$ cat src/rtl/div_pkg.sv
// Shared types and constants for the iterative divider.
//   state_t  : divider FSM states (2 bits)
//   min_val  : most-negative two's-complement value for a given width
//   all_ones : all-ones value for a given width
// Both helpers return MAX_W bits; callers narrow with a width cast.
package div_pkg;

  typedef enum logic [1:0] {
    IDLE = 2'd0,
    CALC = 2'd1,
    FIX  = 2'd2,
    DONE = 2'd3
  } state_t;

  localparam int unsigned MAX_W = 128;

  function automatic logic [MAX_W-1:0] min_val(input int unsigned w);
    return MAX_W'(1) << (w - 1);
  endfunction

  // For w == MAX_W the shift yields zero and the subtraction wraps to all ones.
  function automatic logic [MAX_W-1:0] all_ones(input int unsigned w);
    return (MAX_W'(1) << w) - MAX_W'(1);
  endfunction

endpackage

$ cat src/rtl/iter_divider_if.sv
// Request/response bundle of the iterative divider.
//   in_valid/in_ready          : request handshake
//   in_signed                  : 1 = DIV/REM, 0 = DIVU/REMU
//   in_dividend/in_divisor     : operands
//   in_tag                     : opaque tag returned with the result
//   out_valid/out_ready        : response handshake (valid held until ready)
//   out_quot/out_rem/out_tag   : results
// master = requester/consumer side, slave = divider side.
interface iter_divider_if #(
  parameter int unsigned WIDTH = 32,
  parameter int unsigned TAG_W = 5
);

  logic             in_valid;
  logic             in_ready;
  logic             in_signed;
  logic [WIDTH-1:0] in_dividend;
  logic [WIDTH-1:0] in_divisor;
  logic [TAG_W-1:0] in_tag;
  logic             out_valid;
  logic             out_ready;
  logic [WIDTH-1:0] out_quot;
  logic [WIDTH-1:0] out_rem;
  logic [TAG_W-1:0] out_tag;

  modport master (
    output in_valid, in_signed, in_dividend, in_divisor, in_tag, out_ready,
    input  in_ready, out_valid, out_quot, out_rem, out_tag
  );

  modport slave (
    input  in_valid, in_signed, in_dividend, in_divisor, in_tag, out_ready,
    output in_ready, out_valid, out_quot, out_rem, out_tag
  );

endinterface

$ cat src/rtl/div_sign_fix.sv
// Conditional two's-complement negate (combinational).
//   i_neg   : 1 = negate i_val
//   i_val   : input value
//   o_val_c : i_neg ? -i_val : i_val
module div_sign_fix #(
  parameter int unsigned WIDTH = 32
) (
  input  logic             i_neg,
  input  logic [WIDTH-1:0] i_val,
  output logic [WIDTH-1:0] o_val_c
);

  assign o_val_c = i_neg ? (~i_val + WIDTH'(1)) : i_val;

endmodule

$ cat src/rtl/iter_divider.sv
// Radix-2 restoring integer divider, one quotient bit per cycle.
//   clock : clock
//   reset : synchronous, active-high reset
//   flush : drops any in-flight or unconsumed result
//   bus   : request/response bundle (slave side)
// Divide-by-zero and signed overflow complete one cycle after accept;
// normal operations take WIDTH CALC steps plus one FIX cycle.
module iter_divider
  import div_pkg::*;
#(
  parameter int unsigned WIDTH = 32,
  parameter int unsigned TAG_W = 5
) (
  input  logic          clock,
  input  logic          reset,
  input  logic          flush,
  iter_divider_if.slave bus
);

  localparam int unsigned    CNT_W  = $clog2(WIDTH);
  localparam logic [WIDTH-1:0] MIN_W  = WIDTH'(min_val(WIDTH));
  localparam logic [WIDTH-1:0] ONES_W = WIDTH'(all_ones(WIDTH));

  state_t             r_state;
  logic [CNT_W-1:0]   r_count;
  logic [2*WIDTH-1:0] r_acc;
  logic [WIDTH-1:0]   r_div_mag;
  logic               r_s1;
  logic               r_s2;
  logic               r_out_valid;
  logic [WIDTH-1:0]   r_out_quot;
  logic [WIDTH-1:0]   r_out_rem;
  logic [TAG_W-1:0]   r_out_tag;

  logic               w_accept;
  logic               w_s1;
  logic               w_s2;
  logic               w_div_zero;
  logic               w_ovf;
  logic [WIDTH-1:0]   w_dvd_mag;
  logic [WIDTH-1:0]   w_dvs_mag;
  logic [WIDTH-1:0]   w_rem_fix;
  logic [WIDTH-1:0]   w_quot_fix;
  logic [WIDTH:0]     w_diff;

  assign bus.in_ready  = (r_state == IDLE);
  assign bus.out_valid = r_out_valid;
  assign bus.out_quot  = r_out_quot;
  assign bus.out_rem   = r_out_rem;
  assign bus.out_tag   = r_out_tag;

  assign w_accept   = bus.in_valid & (r_state == IDLE);
  assign w_s1       = bus.in_signed & bus.in_dividend[WIDTH-1];
  assign w_s2       = bus.in_signed & bus.in_divisor[WIDTH-1];
  assign w_div_zero = (bus.in_divisor == '0);
  assign w_ovf      = bus.in_signed & (bus.in_dividend == MIN_W) & (bus.in_divisor == ONES_W);

  // Partial remainder (shifted in) minus divisor; MSB set means "does not fit".
  assign w_diff = r_acc[2*WIDTH-1:WIDTH-1] - {1'b0, r_div_mag};

  // Operand magnitudes
  div_sign_fix #(.WIDTH(WIDTH)) u_dvd_mag (.i_neg(w_s1), .i_val(bus.in_dividend), .o_val_c(w_dvd_mag));
  div_sign_fix #(.WIDTH(WIDTH)) u_dvs_mag (.i_neg(w_s2), .i_val(bus.in_divisor),  .o_val_c(w_dvs_mag));

  // Result sign correction: remainder follows dividend, quotient truncates toward zero
  div_sign_fix #(.WIDTH(WIDTH)) u_rem_fix  (.i_neg(r_s1),        .i_val(r_acc[2*WIDTH-1:WIDTH]), .o_val_c(w_rem_fix));
  div_sign_fix #(.WIDTH(WIDTH)) u_quot_fix (.i_neg(r_s1 ^ r_s2), .i_val(r_acc[WIDTH-1:0]),       .o_val_c(w_quot_fix));

  // Control FSM, accumulator and registered outputs
  always_ff @(posedge clock) begin
    if (reset) begin
      r_state     <= IDLE;
      r_count     <= '0;
      r_acc       <= '0;
      r_div_mag   <= '0;
      r_s1        <= 1'b0;
      r_s2        <= 1'b0;
      r_out_valid <= 1'b0;
      r_out_quot  <= '0;
      r_out_rem   <= '0;
      r_out_tag   <= '0;
    end else if (flush) begin
      r_state     <= IDLE;
      r_count     <= '0;
      r_out_valid <= 1'b0;
    end else begin
      case (r_state)
        IDLE: begin
          if (w_accept) begin
            r_out_tag <= bus.in_tag;
            r_s1      <= w_s1;
            r_s2      <= w_s2;
            r_div_mag <= w_dvs_mag;
            r_acc     <= {{WIDTH{1'b0}}, w_dvd_mag};
            r_count   <= '0;
            if (w_div_zero) begin
              r_out_quot  <= ONES_W;
              r_out_rem   <= bus.in_dividend;
              r_out_valid <= 1'b1;
              r_state     <= DONE;
            end else if (w_ovf) begin
              r_out_quot  <= MIN_W;
              r_out_rem   <= '0;
              r_out_valid <= 1'b1;
              r_state     <= DONE;
            end else begin
              r_state <= CALC;
            end
          end
        end
        CALC: begin
          if (w_diff[WIDTH]) begin
            r_acc <= r_acc << 1;
          end else begin
            r_acc <= {w_diff[WIDTH-1:0], r_acc[WIDTH-2:0], 1'b1};
          end
          r_count <= r_count + CNT_W'(1);
          if (r_count == CNT_W'(WIDTH - 1)) begin
            r_state <= FIX;
          end
        end
        FIX: begin
          r_out_quot  <= w_quot_fix;
          r_out_rem   <= w_rem_fix;
          r_out_valid <= 1'b1;
          r_state     <= DONE;
        end
        DONE: begin
          if (bus.out_ready) begin
            r_out_valid <= 1'b0;
            r_state     <= IDLE;
          end
        end
        default: r_state <= IDLE;
      endcase
    end
  end

endmodule

$ cat src/flat_wrapper.sv
// flat-port wrapper written by rule: the top's interface ports become plain ports
module iter_divider_flat import div_pkg::*;
#(
  parameter int unsigned WIDTH = 32,
  parameter int unsigned TAG_W = 5
)
  (clock, reset, flush, bus_in_valid, bus_in_signed, bus_in_dividend, bus_in_divisor, bus_in_tag, bus_out_ready, bus_in_ready, bus_out_valid, bus_out_quot, bus_out_rem, bus_out_tag);
  iter_divider_if #(.WIDTH(WIDTH), .TAG_W(TAG_W)) bus_i ();
  input  logic clock;
  input  logic reset;
  input  logic flush;
  input wire logic [$bits(bus_i.in_valid)-1:0] bus_in_valid;
  input wire logic [$bits(bus_i.in_signed)-1:0] bus_in_signed;
  input wire logic [$bits(bus_i.in_dividend)-1:0] bus_in_dividend;
  input wire logic [$bits(bus_i.in_divisor)-1:0] bus_in_divisor;
  input wire logic [$bits(bus_i.in_tag)-1:0] bus_in_tag;
  input wire logic [$bits(bus_i.out_ready)-1:0] bus_out_ready;
  output wire logic [$bits(bus_i.in_ready)-1:0] bus_in_ready;
  output wire logic [$bits(bus_i.out_valid)-1:0] bus_out_valid;
  output wire logic [$bits(bus_i.out_quot)-1:0] bus_out_quot;
  output wire logic [$bits(bus_i.out_rem)-1:0] bus_out_rem;
  output wire logic [$bits(bus_i.out_tag)-1:0] bus_out_tag;
  assign bus_i.in_valid = bus_in_valid;
  assign bus_i.in_signed = bus_in_signed;
  assign bus_i.in_dividend = bus_in_dividend;
  assign bus_i.in_divisor = bus_in_divisor;
  assign bus_i.in_tag = bus_in_tag;
  assign bus_i.out_ready = bus_out_ready;
  assign bus_in_ready = bus_i.in_ready;
  assign bus_out_valid = bus_i.out_valid;
  assign bus_out_quot = bus_i.out_quot;
  assign bus_out_rem = bus_i.out_rem;
  assign bus_out_tag = bus_i.out_tag;
  iter_divider #(.WIDTH(WIDTH), .TAG_W(TAG_W)) u_core (.clock(clock), .reset(reset), .flush(flush), .bus(bus_i));
endmodule
$ cat config.mk
export PLATFORM = sky130hd
export DESIGN_NAME = iter_divider_flat
export DESIGN_NICKNAME = d
export VERILOG_FILES = /design/src/rtl/div_pkg.sv /design/src/rtl/iter_divider_if.sv /design/src/rtl/div_sign_fix.sv /design/src/rtl/iter_divider.sv /design/src/flat_wrapper.sv
export SDC_FILE = /design/constraint.sdc
export NUM_CORES = 1
export LEC_CHECK = 0
export ABC_AREA = 1
export CORE_UTILIZATION = 45
export CTS_BUF_LIST = sky130_fd_sc_hd__clkbuf_8 sky130_fd_sc_hd__clkbuf_16
export CTS_CLUSTER_SIZE = 20
export DETAILED_ROUTE_END_ITERATION = 7
export PLACE_DENSITY = 0.76
export SLEW_MARGIN = 20
export SYNTH_ARGS = -nofsm -noshare
export SYNTH_HDL_FRONTEND = slang
export SYNTH_SLANG_ARGS = --single-unit
$ cat constraint.sdc
create_clock -name clock -period 2.9 [get_ports clock]
set_input_delay 0.87 -clock clock [delete_from_list [all_inputs] [get_ports clock]]
set_output_delay 0.87 -clock clock [all_outputs]
set_load 0.01 [all_outputs]
## After elaboration in Yosys (flattened, before gate mapping)

Index checks and enable logic that the tools add are counted.

- Register bits after elaboration: 175
- Input bits: 75

- Multiplexer cells: 28
- Eq/ne operators: 10
- Add/sub/neg operators: 6
- Bitwise gates (word level): 11
- Reductions and logical operators: 12

Operator list:

| operator | number |
|---|---|
| $mux 32 | 10 |
| $add 32x1->32 const B | 4 |
| $mux 64 | 2 |
| $not 32->32 | 4 |
| $pmux 32 s2 | 2 |
| $pmux 64 s2 | 1 |
| $eq 32x32->1 const B | 2 |
| $sub 33x32->33 | 1 |
| $logic_not 32->1 | 1 |
| $mux 2 | 5 |
| $pmux 5 s2 | 1 |
| $reduce_and 3->1 | 3 |
| $pmux 2 s4 | 1 |
| $reduce_and 4->1 | 2 |
| $add 5x1->5 const B | 1 |
| $and 1x1->1 | 5 |
| $eq 5x5->1 const B | 1 |
| $mux 5 | 1 |
| $eq 2x2->1 const B | 2 |
| $mux 1 | 4 |
| $ne 2x1->1 const B | 2 |
| $reduce_bool 2->1 | 2 |
| $ne 3x1->1 const B | 1 |
| $pmux 1 s3 | 1 |
| 8 further kinds | 8 |

## Longest topological paths before layout

Gate-level depths: netlist of the first run.

- Depth after elaboration: 7
- Gate-level depth with buffers: 18
- Gate-level depth less buffers: 17

## Cells and area by module

Synthesis of the first run repeated with hierarchy kept, for this count alone.

- Cells, all modules: 2,831
- Area, all modules: 15,924.0 µm²

By module, submodules not included:

| module | times used | seq. area each (µm²) | cells each | area an instance (µm²) |
|---|---|---|---|---|
| iter_divider | 1 | 3,503.4 | 1,923 | 11,489.8 |
| div_sign_fix | 4 | 0.0 | 227 | 1,108.6 |

## Worst setup path before layout of the first run

OpenSTA, ideal clock, no wires.

- Kind: input-to-reg
- Start point: in bus_in_divisor[0]
- End point: reg u_core.r_out_quot[24], in the netlist u_core.bus.out_quot[24]
- Setup slack: 0.428 ns
- Stages: 11
- Buffers on the path: 1
- Arrival time: 2.355 ns
- Cell sequence: inv_1 -> ha_1 -> nand3_2 -> nor2_2 -> nand4_1 -> nand3b_4 -> nand3_4 -> nand2_4 -> buf_2 -> nor3_1 -> nor2_1

- Longest elaborated chain between the ends: 4
- Elaborated cells on any way between the ends: 8
- Classes of those cells: eq/ne (2); mux (3); bitwise (1); reduce/logical (2)

RTL lines:

| item | line | RTL |
|---|---|---|
| start, declared | flat_wrapper.sv:15 | `input wire logic [$bits(bus_i.in_divisor)-1:0] bus_in_divisor;` |
| $eq 32x32->1 or $logic_not 32->1 (tied branches) | iter_divider.sv:56, iter_divider.sv:55 |  |
| $and 1x1->1 or $mux 32 (tied branches) | iter_divider.sv:56, iter_divider.sv:96 |  |
| $ne 3x1->1 (no source line) or $mux 32 (tied branches) | -- |  |
| $reduce_and 4->1 (no source line) or $pmux 32 s2 (tied branches) | -- |  |
| end signal, assigned | iter_divider.sv:123 | `r_out_quot <= w_quot_fix;` |
| end, declared | iter_divider.sv:31 | `logic [WIDTH-1:0] r_out_quot;` |

Parallel ways exist; a longest one is shown, timed or not. The select of a mux whose other input is x is not followed.
A chain may end at the register's enable or synchronous reset.

## Worst setup path after layout of the first run

- Start point: in bus_in_dividend[1]
- End point: reg u_core.r_out_rem[26], in the netlist u_core.bus.out_rem[26]

- Longest elaborated chain between the ends: 5

RTL lines:

| item | line | RTL |
|---|---|---|
| start, declared | flat_wrapper.sv:14 | `input wire logic [$bits(bus_i.in_dividend)-1:0] bus_in_dividend;` |
| $eq 32x32->1 | iter_divider.sv:56 | `assign w_ovf = bus.in_signed & (bus.in_dividend == MIN_W) & (bus.in_divisor == ONES_W);` |
| $and 1x1->1 (2 in a row) | iter_divider.sv:56 |  |
| $ne 3x1->1 (no source line) | -- |  |
| $reduce_and 4->1 (no source line) | -- |  |
| end signal, assigned | iter_divider.sv:98 | `r_out_rem <= bus.in_dividend;` |
| end signal, assigned | iter_divider.sv:124 | `r_out_rem <= w_rem_fix;` |
| end, declared | iter_divider.sv:32 | `logic [WIDTH-1:0] r_out_rem;` |

Every way passes these cells.

==> results of run 1 <==
-- cell families after synthesis --
kind of cell    count (synthesis)  synth area share
simple gates                 1314             0.397
compound gates                449             0.170
buf+inv                       416             0.121
flops                         175             0.250
fa+ha+maj                      44            0.0398
xor+xnor                       36            0.0225
-- how the worst max path moves through the flow --
| stage | startpoint | endpoint | slack, ps | cells after the start |
|---|---|---|---|---|
| after global routing | bus_in_dividend[0] | u_core.bus.out_quot[29] | -2 | 13 |
| after CTS | bus_in_dividend[1] | u_core.bus.out_rem[26] | 100 | 16 |
| after detailed placement | bus_in_dividend[1] | u_core.bus.out_quot[29] | -340 | 13 |
| final | bus_in_dividend[1] | u_core.bus.out_rem[26] | 120 | 16 |
| after floorplan | bus_in_divisor[0] | u_core.bus.out_quot[24] | 430 | 11 |
| after global placement | bus_in_dividend[0] | u_core.bus.out_quot[24] | -210 | 13 |
-- power groups by stage --
stage	registers, mW	logic [mW]	clock network, mW
floorplan	2.66	1.23	0
global placement	2.67	2.00	0
detailed placement	2.67	2.03	0
CTS	2.62	2.04	2.47
global route	2.64	2.30	2.58
finish	2.62	2.08	2.46
-- worst reg2reg max path, delay by kind of cell, from the launching register on --
| family | cells | cell delay, ps |
|---|---|---|
| flip-flops | 1 | 340 |
| AO/OA/AOI/OAI | 1 | 60 |
| AND/OR/NAND/NOR | 12 | 1260 |
| adder cells (fa/ha/maj) | 2 | 670 |
| buffers and inverters | 2 | 260 |
-- Yosys cell counts, types with 4 or more instances --
master,instances,share of area
nand2_1,664,0.18
inv_1,315,0.084
nor2_1,310,0.083
nand3_1,216,0.077
a21oi_1,203,0.072
dfxtp_1,175,0.25
o21ai_0,145,0.052
o21ai_1,53,0.019
clkbuf_1,49,0.013
ha_1,43,0.038
nor3_1,36,0.013
nand4_1,29,0.013
xor2_1,24,0.015
nand3b_1,22,0.012
buf_2,15,0.0053
o211ai_1,14,0.0075
buf_6,13,0.010
buf_1,12,0.0032
xnor2_1,12,0.0075
o31ai_1,10,0.0053
nand2_2,8,0.0036
o221ai_1,8,0.0050
and2_1,5,0.0022
nor2_2,5,0.0022
o21bai_1,5,0.0027
a21oi_2,4,0.0025
inv_2,4,0.0011
-- layer usage --
layer / share of wire / vias up
met3: 0.083 / 118
met1: 0.46 / 7649
met5: 0 / -
li1: - / 8305
met4: 0.032 / 0
met2: 0.43 / 771
-- cell usage in the layout, fill, tap and decap left out, types with 4 or more instances in the layout --
| cell | n |
|---|---|
| nand3b_1 | 22 |
| o211ai_1 | 14 |
| nand2_1 | 664 |
| dfxtp_1 | 175 |
| nor2_1 | 307 |
| nand3_1 | 216 |
| inv_2 | 5 |
| o221ai_1 | 8 |
| nor3_1 | 36 |
| and2_1 | 5 |
| buf_4 | 143 |
| o21bai_1 | 5 |
| ha_1 | 42 |
| inv_8 | 5 |
| nand2_2 | 8 |
| buf_12 | 11 |
| o21ai_1 | 53 |
| clkbuf_16 | 17 |
| clkdlybuf4s50_1 | 144 |
| a21oi_2 | 4 |
| nor2_2 | 6 |
| nand4_1 | 29 |
| inv_1 | 315 |
| o21ai_0 | 145 |
| a21oi_1 | 203 |
| xor2_1 | 24 |
| xnor2_1 | 12 |
| inv_6 | 6 |
| o31ai_1 | 10 |
-- final cells by class --
cell class / count / area share
well taps: 396 / 0.0284
clock inverters: 15 / 0.0107
flip-flops and latches: 175 / 0.201
inverters: 323 / 0.0698
multi-input cells: 1843 / 0.509
repair buffers: 299 / 0.157
clock buffers: 17 / 0.0244
-- sequential cells by signal (all words and copies together) (netlist names) --
register and count:
u_core.bus.out_quot 32, u_core.bus.out_rem 32, u_core.bus.out_tag 5, u_core.bus.out_valid 1, u_core.r_acc 64, u_core.r_count 5
u_core.r_div_mag 32, u_core.r_s1 1, u_core.r_s2 1, u_core.r_state 2
-- timing repair --
action | in CTS | in global routing
resized for setup | 0 | 4
setup buffers | 0 | 0
endpoints found under the setup margin | 0 | 53
==> summary.md, run 1 <==
| Metric | Value |
|---|---|
| Number of buffer cells added on primary ports | `145` |
| Number of CTS-inserted buffers | `17` |
| Fraction of registers with async set or reset after synthesis | `0` |
| WL final | `50200 um` |
| Total power consumption of the routed design | `7.17 mW` |
| Yosys warns | `0` |
| Post-layout net count | `2778` |
| Synth Area per Inst | `between 5 and 6 um^2` |
| Start-to-end type of the worst setup path | `input port to flip-flop` |
| Vias in the first global route | `15.2k` |
| Fmax | `360 MHz` |
| Deepest clock path buffer count | `2` |
| Core ar. | `30700 um^2` |
| Post-DP HPWL | `slightly below 40000 um` |
| Status | `finished, final reports clean` |
| Via/cell ratio | `5.49` |
| Number of cells traversed by the worst register-to-register path | `17` |
| Share of layout cells above drive strength 1 | `0.0865` |
| Post-placement cell count | `3036` |
| Number of standard cells after synthesis | `around 2.4k` |
| Area added between synthesis and finish | `24.2%` |
| Worst Setup End Kind | `flip-flop` |
| Reg2reg start | `u_core.r_acc[31]` |
| Final-layout fill cell count | `3085` |
| Reg2reg end | `u_core.r_acc[52]` |
| Cell Area, Synth | `14000 um^2` |
| Placed inst area | `16800 um^2` |
| Sequential cell area fraction in the yosys report | `0.250` |
| Buffer type at the clock tree root | `clkbuf_16` |
| Most frequent cell on the critical path | `nor2_1` |
| Terminating pin of the worst hold path | `u_core.bus.out_valid` |
| Slowest stage cell on the critical path | `clkdlybuf4s50_1` |
| Total non-filler cell area in the finished layout | `17400 um^2` |
| Cell breakdown of the critical path | `clkdlybuf4s50_1 -> inv_1 -> ha_1 -> nand2_1 -> nor2_4 -> nand3b_1 -> nor2_1 -> nand3_1 -> nand3_4 -> nand2_4 -> inv_6 -> buf_12 -> nor2_1 -> nor2_1 -> nand2_1 -> inv_1` |
| Cell Count, Final, Fillers Out | `around 3.1k` |
| Reg power frac | `0.366` |
| CTS tree | `done` |
| Residual overflow from global routing | `0` |
| Total internal power | `4.56 mW` |
| Total GRT Usage | `0.318` |
| Footprint of the flip-flops and latches | `3500 um^2` |
| Initial antenna violation count | `0` |
| Worst slack on hold paths | `463 ps` |
| Largest fanout of any net on the critical path | `13` |
| Routed length per instance | `around 16 um` |
| Final hold violations | `0` |
| Die Y-Extent | `around 180 um` |
| Endpoints failing setup | `0` |
| Worst-Margin Slew | `623 ps` |
| Inserted Diodes | `0` |
| Static leakage power | `between 8 and 9 nW` |
| Final core utilization | `0.569` |
| Clock latency reported for the late side of the worst-skew pair | `450 ps` |
| Post-layout worst setup margin | `123 ps` |
| Kind of start point of the critical path | `input port` |
| Slowest stage delay, CP | `approximately 450 ps` |
| Cell depth of the worst hold path | `2` |
| Post-Syn Nets | `2553` |
| Pin count of the biggest net entering global routing | `83` |
| Worst slack at placement | `-341 ps` |
| Die width | `179 um` |
| Std-Cell Rows | `64` |
| Largest vdd supply drop | `roughly 0.36 mV` |
| Clock tree skew after final layout | `about 17 ps` |
| Number of distinct library cells after synthesis | `50` |
| Reg-to-reg slack, setup | `180 ps` |
| Global-route layer with the greatest usage | `met2` |
| Post-route ant nets | `0` |
| Die ar. | `between 30000 and 40000 um^2` |
| GR met1 Demand/Resource | `0.456` |
| I/O pins | `146` |
| GR met2 Demand/Resource | `0.483` |
| Final sum of negative setup slack | `0 ps` |
| Post-route DRC violation count | `0` |
| Slew HR | `0.581` |
| Routability cong. | `1.02` |
| Final critical path time including I/O delays and setup | `~2800 ps` |
| Sinks on the clock net | `175` |
| Wire length of the first global-routing pass | `79700 um` |
| Final Max Tran Viols | `0` |
| Net switching power | `2.61 mW` |
| Number of register bits inferred by synthesis | `roughly 180` |
| Detailed-route via count | `16.8k` |
| Power per unit of standard cell area | `a little over 400 nW/um^2` |
| Clock share of power | `0.343` |
| Net Sw Frac | `0.364` |
| Path class of the lowest-slack min-delay path | `flip-flop to flip-flop` |
| H-tree levels | `4` |
| Worst Path Arrival | `3170 ps` |
| Number of violations of the max-capacitance limit | `0` |
| Pre-antenna DRT Iters | `6` |
| Global routing met3 resource utilization | `0.0424` |
| Effective utilization at floorplan | `0.458` |
| Dominant delay contributor by cell family on the critical path | `simple AND/OR/NAND/NOR gates` |
| Starting DRC count in detailed routing | `1979` |
| Main synth FF type | `dfxtp_1` |
| Clock Pin Slew Worst Setup and Hold Paths | `70 ps` |
| Part of the total power dissipated in combinational logic | `0.291` |
| Number of buffers and inverters on the critical path | `5` |
| Share of the clock period used by the worst path | `0.958` |
| Hold path startpoint | `u_core.bus.out_valid` |
| Cts hold-fix bufs | `0` |
| Footprint of the multi-input gates | `8870 um^2` |
| Count of flip-flops with a built-in enable after synthesis | `0` |
| Crit path required time | `3290 ps` |
Power figures use the tool's default switching activity.
==> inputs of run 2 (changes only) <==
Settings changed: PLACE_DENSITY 0.76 to 0.78.
==> run 2 against run 1 <==
Effect of this change: die area did not move; hold slack improved by 2.2 ps; critical path depth down 3; clock skew rose by 7.2 ps; first-iteration DRC count fell by 9.2%; non-clock buffer count rose by 1; cell count hardly changed; utilization hardly changed; wire length fell by 0.43%; via count shrank 0.52%; sequential share of layout area hardly changed; maximum frequency rose by 0.98%; critical path type unchanged; critical endpoint is now u_core.bus.out_quot[9]; largest power group unchanged.
==> summary.md, run 2 (same netlist as run 1, synthesis figures left out) <==
| Metric | Value |
|---|---|
| Final Max Tran Viols | `0 (unchanged)` |
| I/O pins | `146 (unchanged)` |
| Number of flip-flops in the largest register | `64 (unchanged)` |
| Residual overflow from global routing | `0 (unchanged)` |
| Most common library cell in the layout ignoring fill and taps | `nand2_1` |
| Footprint of the multi-input gates | `8860 um^2 (about the same)` |
| Via/cell ratio | `5.46 (-0.55%)` |
| Post-route DRC violation count | `0 (unchanged)` |
| Pre-antenna DRT Iters | `8 (+2)` |
| Pin count of the biggest net entering global routing | `86 (+3.6%)` |
| Reg2reg end | `u_core.r_acc[34]` |
| Effective utilization at floorplan | `0.458 (unchanged)` |
| Top register by number of flip-flops | `u_core.r_acc` |
| Terminating pin of the worst hold path | `u_core.bus.out_valid` |
| Hold path startpoint | `u_core.bus.out_valid` |
| Vias in the first global route | `15.2k (-0.013%)` |
| Path class of the lowest-slack min-delay path | `flip-flop to flip-flop` |
| Status | `finished, final reports clean` |
| Number of violations of the max-capacitance limit | `0 (unchanged)` |
| Die width | `179 um (unchanged)` |
| WL final | `50000 um (-0.43%)` |
| Share of layout cells above drive strength 1 | `0.0868 (+0.000342)` |
| Post-layout worst setup margin | `150 ps (+26.8 ps)` |
| RSZ-0062 raised after global routing | `no` |
| Cell Count, Final, Fillers Out | `3069 (+0.033%)` |
| H-tree levels | `4 (unchanged)` |
| Clock tree skew after final layout | `23.9 ps (+7.16 ps)` |
| Start-to-end type of the worst setup path | `input port to flip-flop` |
| Reg-to-reg slack, setup | `210 ps (+30 ps)` |
| Power per unit of standard cell area | `408 nW/um^2 (-0.80%)` |
| Detailed-route via count | `16.8k (-0.52%)` |
| Post-placement cell count | `3037 (+0.033%)` |
| Clock latency reported for the late side of the worst-skew pair | `450 ps (about the same)` |
| Post-DP HPWL | `39300 um (-0.50%)` |
| Footprint of the flip-flops and latches | `3500 um^2 (unchanged)` |
| Die Y-Extent | `179 um (unchanged)` |
| Largest vdd supply drop | `0.335 mV (-7.5%)` |
| Kind of start point of the critical path | `input port` |
| Commonest non-fill, non-tap cells in the layout | `nand2_1, inv_1, nor2_1` |
| Area added between synthesis and finish | `24.2% (about the same)` |
| Routed length per instance | `16.3 um (-0.46%)` |
| Routability cong. | `0.995 (-2.5%)` |
| Share of the clock period used by the worst path | `0.948 (-0.00926)` |
| Clock Pin Slew Worst Setup and Hold Paths | `90 ps (+20 ps)` |
| Cell breakdown of the critical path | `clkdlybuf4s50_1 -> nor2_1 -> nand2_1 -> nor2_1 -> nand3b_1 -> nor2_2 -> nand3_1 -> nand3_4 -> nand2_4 -> inv_6 -> buf_12 -> nand2_1 -> a21oi_1` |
| Worst Path Arrival | `3140 ps (-30 ps)` |
| Starting DRC count in detailed routing | `1797 (-9.2%)` |
| Wire length of the first global-routing pass | `78900 um (-0.94%)` |
| Largest fanout of any net on the critical path | `24 (+11)` |
| Endpoints failing setup | `0 (unchanged)` |
| Core ar. | `30700 um^2 (unchanged)` |
| Die ar. | `31900 um^2 (unchanged)` |
| Static leakage power | `8.35 nW (about the same)` |
| Initial antenna violation count | `0 (unchanged)` |
| Std-Cell Rows | `64 (unchanged)` |
| Total power consumption of the routed design | `7.11 mW (-0.84%)` |
| Final hold violations | `0 (unchanged)` |
| Fmax | `364 MHz (+0.98%)` |
| Inserted Diodes | `0 (unchanged)` |
| Reg2reg start | `u_core.r_acc[31]` |
| Worst Setup End Kind | `flip-flop` |
| Post-layout net count | `2779 (+0.036%)` |
| Post-route ant nets | `0 (unchanged)` |
| Final critical path time including I/O delays and setup | `2750 ps (-26.8 ps)` |
| Crit path required time | `3290 ps (about the same)` |
| Number of CTS-inserted buffers | `17 (unchanged)` |
| Buffer type at the clock tree root | `clkbuf_16` |
| CTS tree | `done` |
| Total GRT Usage | `0.315 (-0.00365)` |
| Slowest stage cell on the critical path | `clkdlybuf4s50_1` |
| Slowest stage delay, CP | `420 ps (-30 ps)` |
| Sinks on the clock net | `175 (unchanged)` |
| Number of buffer cells added on primary ports | `145 (unchanged)` |
| Slew HR | `0.481 (-0.0997)` |
| Worst-Margin Slew | `778 ps (+155 ps)` |
| Number of cells traversed by the worst register-to-register path | `16 (-1)` |
| Worst slack at placement | `-263 ps (+77.5 ps)` |
| Cell depth of the worst hold path | `2 (unchanged)` |
| Cts hold-fix bufs | `0 (unchanged)` |
| Final-layout fill cell count | `3076 (-0.29%)` |
| Deepest clock path buffer count | `2 (unchanged)` |
| Worst slack on hold paths | `465 ps (+2.17 ps)` |
==> run 2: cell types whose count changed in the layout (fill, tap and decap cells not counted) <==
cell	before	now
nor3b_1	0	1
buf_12	11	12
inv_6	6	4
clkinv_4	0	2
nor3_1	36	35
nor3_2	2	3
nor3b_2	1	0
nor2_2	6	7
bufinv_16	1	0
nor2_4	3	2
clkinvlp_4	1	2
==> run 2: critical path, delay by kind of cell <==
kind,cells,cell delay [ps]
AND/OR/NAND/NOR,9,1340
AO/OA/AOI/OAI,1,140
buffers and inverters,3,750
==> run 2: routing by layer <==
| metal | track usage | vias up | part of all wire |
|---|---|---|---|
| met5 | 0 | - | 0 |
| met4 | 0.102 | 0 | 0.029 |
| met3 | 0.0522 | 97 | 0.083 |
| met2 | 0.485 | 743 | 0.43 |
| met1 | 0.442 | 7618 | 0.46 |
| li1 | - | 8298 | - |
==> run 2: timing repair <==
item / in CTS / in global routing
resized for setup: 0 / 3
endpoints found under the setup margin: 0 / 6
setup buffers: 0 / 0
==> run 2: through the flow <==
step           TNS (ps)  utilization  cell area (um^2)
2_1_floorplan         0            -             14000
3_3_place_gp      -9830        0.549             16800
3_5_place_dp     -13770        0.549             16800
4_1_cts               0        0.568             17400
5_1_grt               0        0.568             17400
6_report              0        0.568             17400
==> run 2: worst max path at each step <==
stage | slack [ps] | endpoint | from | cells past startpoint
floorplan | 430 | u_core.bus.out_quot[24] | bus_in_divisor[0] | 11
CTS | 200 | u_core.bus.out_quot[9] | bus_in_dividend[5] | 13
global placement | -200 | u_core.bus.out_quot[27] | bus_in_dividend[0] | 13
detailed placement | -260 | u_core.bus.out_quot[9] | bus_in_divisor[0] | 13
finish | 150 | u_core.bus.out_quot[9] | bus_in_dividend[5] | 13
global route | 20 | u_core.r_acc[35] | u_core.r_acc[31] | 16
==> run 2: cell type report <==
type                    count  share of cell area
repair buffers            300               0.158
clock inverters            15             0.00940
inverters                 323              0.0698
multi-input cells        1843               0.509
flip-flops and latches    175               0.201
clock buffers              17              0.0244
well taps                 396              0.0284
==> run 2: where the power goes <==
part	total (mW)	switching [mW]	internal [mW]
registers	2.62	0.0982	2.52
logic	2.12	1.33	0.786
clock network	2.37	1.21	1.16
total	7.11	2.63	4.47
==> inputs of run 3 (changes only) <==
Settings changed: CTS_CLUSTER_SIZE 20 to 40.
==> results of run 3 <==
Final layout, timing and power as in run 2 (identical DEF).
==> RTL change, RTL diff (config.mk and constraints of run 1) <==
Reset style: asynchronous (`reset`), changed in one clocked block. Comments in the files are not updated.
--- a/src/rtl/iter_divider.sv
+++ b/src/rtl/iter_divider.sv
@@ -68,5 +68,5 @@
 
   // Control FSM, accumulator and registered outputs
-  always_ff @(posedge clock) begin
+  always_ff @(posedge clock or posedge reset) begin
     if (reset) begin
       r_state     <= IDLE;
Check against the original RTL: differs if reset is asserted again (counterexample within 4 cycles, from zero or initial values and one cycle with reset high); with reset held inactive, the same outputs for 4 cycles.
==> RTL change against run 1 <==
  * The run now ends with DRC left
  * Wire length fell by 5.3%
  * Final cell count fell by 4.0%
  * Setup slack got worse by 110 ps
  * Area after synthesis rose by 1.2%
  * First-iteration DRC count fell by 28%
  * Sequential cell count did not move
  * Register-to-register slack improved by 90 ps
  * Final area rose by 1.6%
  * Utilization rose by 0.63 points
  * Largest cell class unchanged
Power is not compared: it rests on default switching activity, and its combinational part moved more than twofold at a synthesized area within 25%.
==> RTL change: results (changes against run 1) <==
\begin{tabular}{lr}
\hline
Metric & Value \\
\hline
\multicolumn{2}{l}{\textbf{Setup path}} \\
\quad R2r endpoint & u\_core.r\_acc[61]\$\_DFFE\_PP0P\_ \\
\quad Maximum fanout along the worst path & 4 (-9) \\
\quad CP arrival & 3210 ps (+40 ps) \\
\quad Crit path from & bus\_in\_dividend[2] \\
\quad Worst-case register-to-register setup slack & 270 ps (+90 ps) \\
\multicolumn{2}{l}{\textbf{GRT}} \\
\quad Maximum number of pins on one net before global-route repair & 71 (-14\%) \\
\quad Global routing usage summed across all routing layers & 0.297 (-0.0209) \\
\quad Vias in the first global route & 14692 (-3.6\%) \\
\quad Wire length of the first global-routing pass & 76800 um (-3.7\%) \\
\multicolumn{2}{l}{\textbf{Layout}} \\
\quad Fillcell total & 3059 (-0.84\%) \\
\quad Fraction of layout cells with a size suffix above 1 & 0.0985 (+0.0121) \\
\quad Final-stage net count & 2654 (-4.5\%) \\
\multicolumn{2}{l}{\textbf{Placement}} \\
\quad Detailed Place HPWL & 37900 um (-4.0\%) \\
\quad Cell area reported after detailed placement & 17100 sq um (+1.8\%) \\
\multicolumn{2}{l}{\textbf{Logic synthesis}} \\
\quad Commonest cells post-synth & sky130\_fd\_sc\_hd\_\_nand2\_1 (844), sky130\_fd\_sc\_hd\_\_inv\_1 (276), sky130\_fd\_sc\_hd\_\_nor2\_1 (202) \\
\quad Net Count, Synth & 2405 (-5.8\%) \\
\quad Unique cell type count in the Yosys netlist & 48 (-4.0\%) \\
\quad Async set or reset register ratio after synthesis & 1.00 (+1.00) \\
\quad Dominant synthesized flop cell & sky130\_fd\_sc\_hd\_\_dfrtp\_1 \\
\quad Post-synthesis sequential area ratio & 0.308 (+0.0587) \\
\multicolumn{2}{l}{\textbf{Routing}} \\
\quad Detailed-router iteration count before antenna repair & 8 (+2) \\
\quad Via density per instance & 5.29 (-3.6\%) \\
\quad Remaining design rule violation count & 15 (+15) \\
\quad Final wirelength & 47600 um (-5.3\%) \\
\quad Initial detailed-routing violation count & 1431 (-28\%) \\
\multicolumn{2}{l}{\textbf{Min path}} \\
\quad Worst Hold Launch & u\_core.r\_div\_mag[28]\$\_DFFE\_PP0P\_ \\
\quad Min-Delay Endpoint & u\_core.r\_div\_mag[28]\$\_DFFE\_PP0P\_ \\
\multicolumn{2}{l}{\textbf{Status}} \\
\quad Run status & finished, violations left \\
\quad Violated checks & DRC \\
\hline
\end{tabular}
[RTL change: changes by cell type after synthesis, sizes merged, moves of 8 or more]
cell / before / now
inv: 320 / 285
nor3: 38 / 22
dfrtp: 0 / 175
xor2: 24 / 32
nor2: 316 / 217
clkbuf: 50 / 39
nand3b: 23 / 13
nand2: 675 / 855
dfxtp: 175 / 0
a21oi: 207 / 108
nand3: 220 / 181
o21ai: 198 / 165
[RTL change: worst max-delay path: cells and delay by family]
family                 cells  cell delay (ps)
buffers and inverters      3              930
AND/OR/NAND/NOR            5              740
AO/OA/AOI/OAI              2              340
XOR/XNOR                   1              310
[RTL change: logic make-up after synthesis]
kind of cell	after synthesis	share of synthesized area
AO/OA/AOI/OAI	330	0.128
buffers and inverters	363	0.108
XOR/XNOR	47	0.0295
adder cells (fa/ha/maj)	44	0.0393
flip-flops	175	0.308
AND/OR/NAND/NOR	1327	0.387
[RTL change: stage by stage]
stage	instances	hold WS [ps]	total power, W	utilization	setup TNS, ps
floorplan	2286	449	0.00854	-	-36510
global placement	2911	464	0.0109	0.555	-14360
detailed placement	2911	465	0.0110	0.555	-19910
CTS	2943	485	0.0133	0.573	0
global route	2944	504	0.0145	0.575	0
finish	2944	481	0.0134	0.575	0
[RTL change: worst max-delay path by stage]
| stage | end | slack (ps) | depth (start not counted) |
|---|---|---|---|
| after global routing | u_core.bus.out_rem[8]$_DFFE_PP0P_ | 3 | 12 |
| after CTS | u_core.bus.out_rem[14]$_DFFE_PP0P_ | 90 | 18 |
| after detailed placement | u_core.bus.out_rem[14]$_DFFE_PP0P_ | -350 | 18 |
| after global placement | u_core.bus.out_rem[8]$_DFFE_PP0P_ | -300 | 12 |
| after floorplan | u_core.bus.out_quot[0]$_DFFE_PP0P_ | -210 | 1 |
| final | u_core.r_acc[23]$_DFFE_PP0P_ | 9 | 11 |
[RTL change: area by class of cell]
class                      instances  area (sq um)  share of cell area
multi-input combinational       1748          8330               0.470
sequential                       175          4380               0.247
timing repair buffer             307          2870               0.162
inverter                         286          1080              0.0611
tap                              396           495              0.0280
clock buffer                      18           439              0.0248
clock inverter                    14           118             0.00664
[RTL change: power by group through the flow]
stage	registers (W)	clock network, W	logic (W)
6_report	0.00382	0.00224	0.00734
3_3_place_gp	0.00383	0	0.00703
4_1_cts	0.00381	0.00227	0.00719
5_1_grt	0.00392	0.00237	0.00819
2_1_floorplan	0.00379	0	0.00475
3_5_place_dp	0.00384	0	0.00716
[RTL change: routing by layer]
metal / vias to the layer above / share of wire / track usage
met5: - / 0 / 0
met4: 0 / 0.033 / 0.117
li1: 7788 / - / -
met2: 600 / 0.44 / 0.467
met1: 7113 / 0.46 / 0.418
met3: 84 / 0.066 / 0.0338
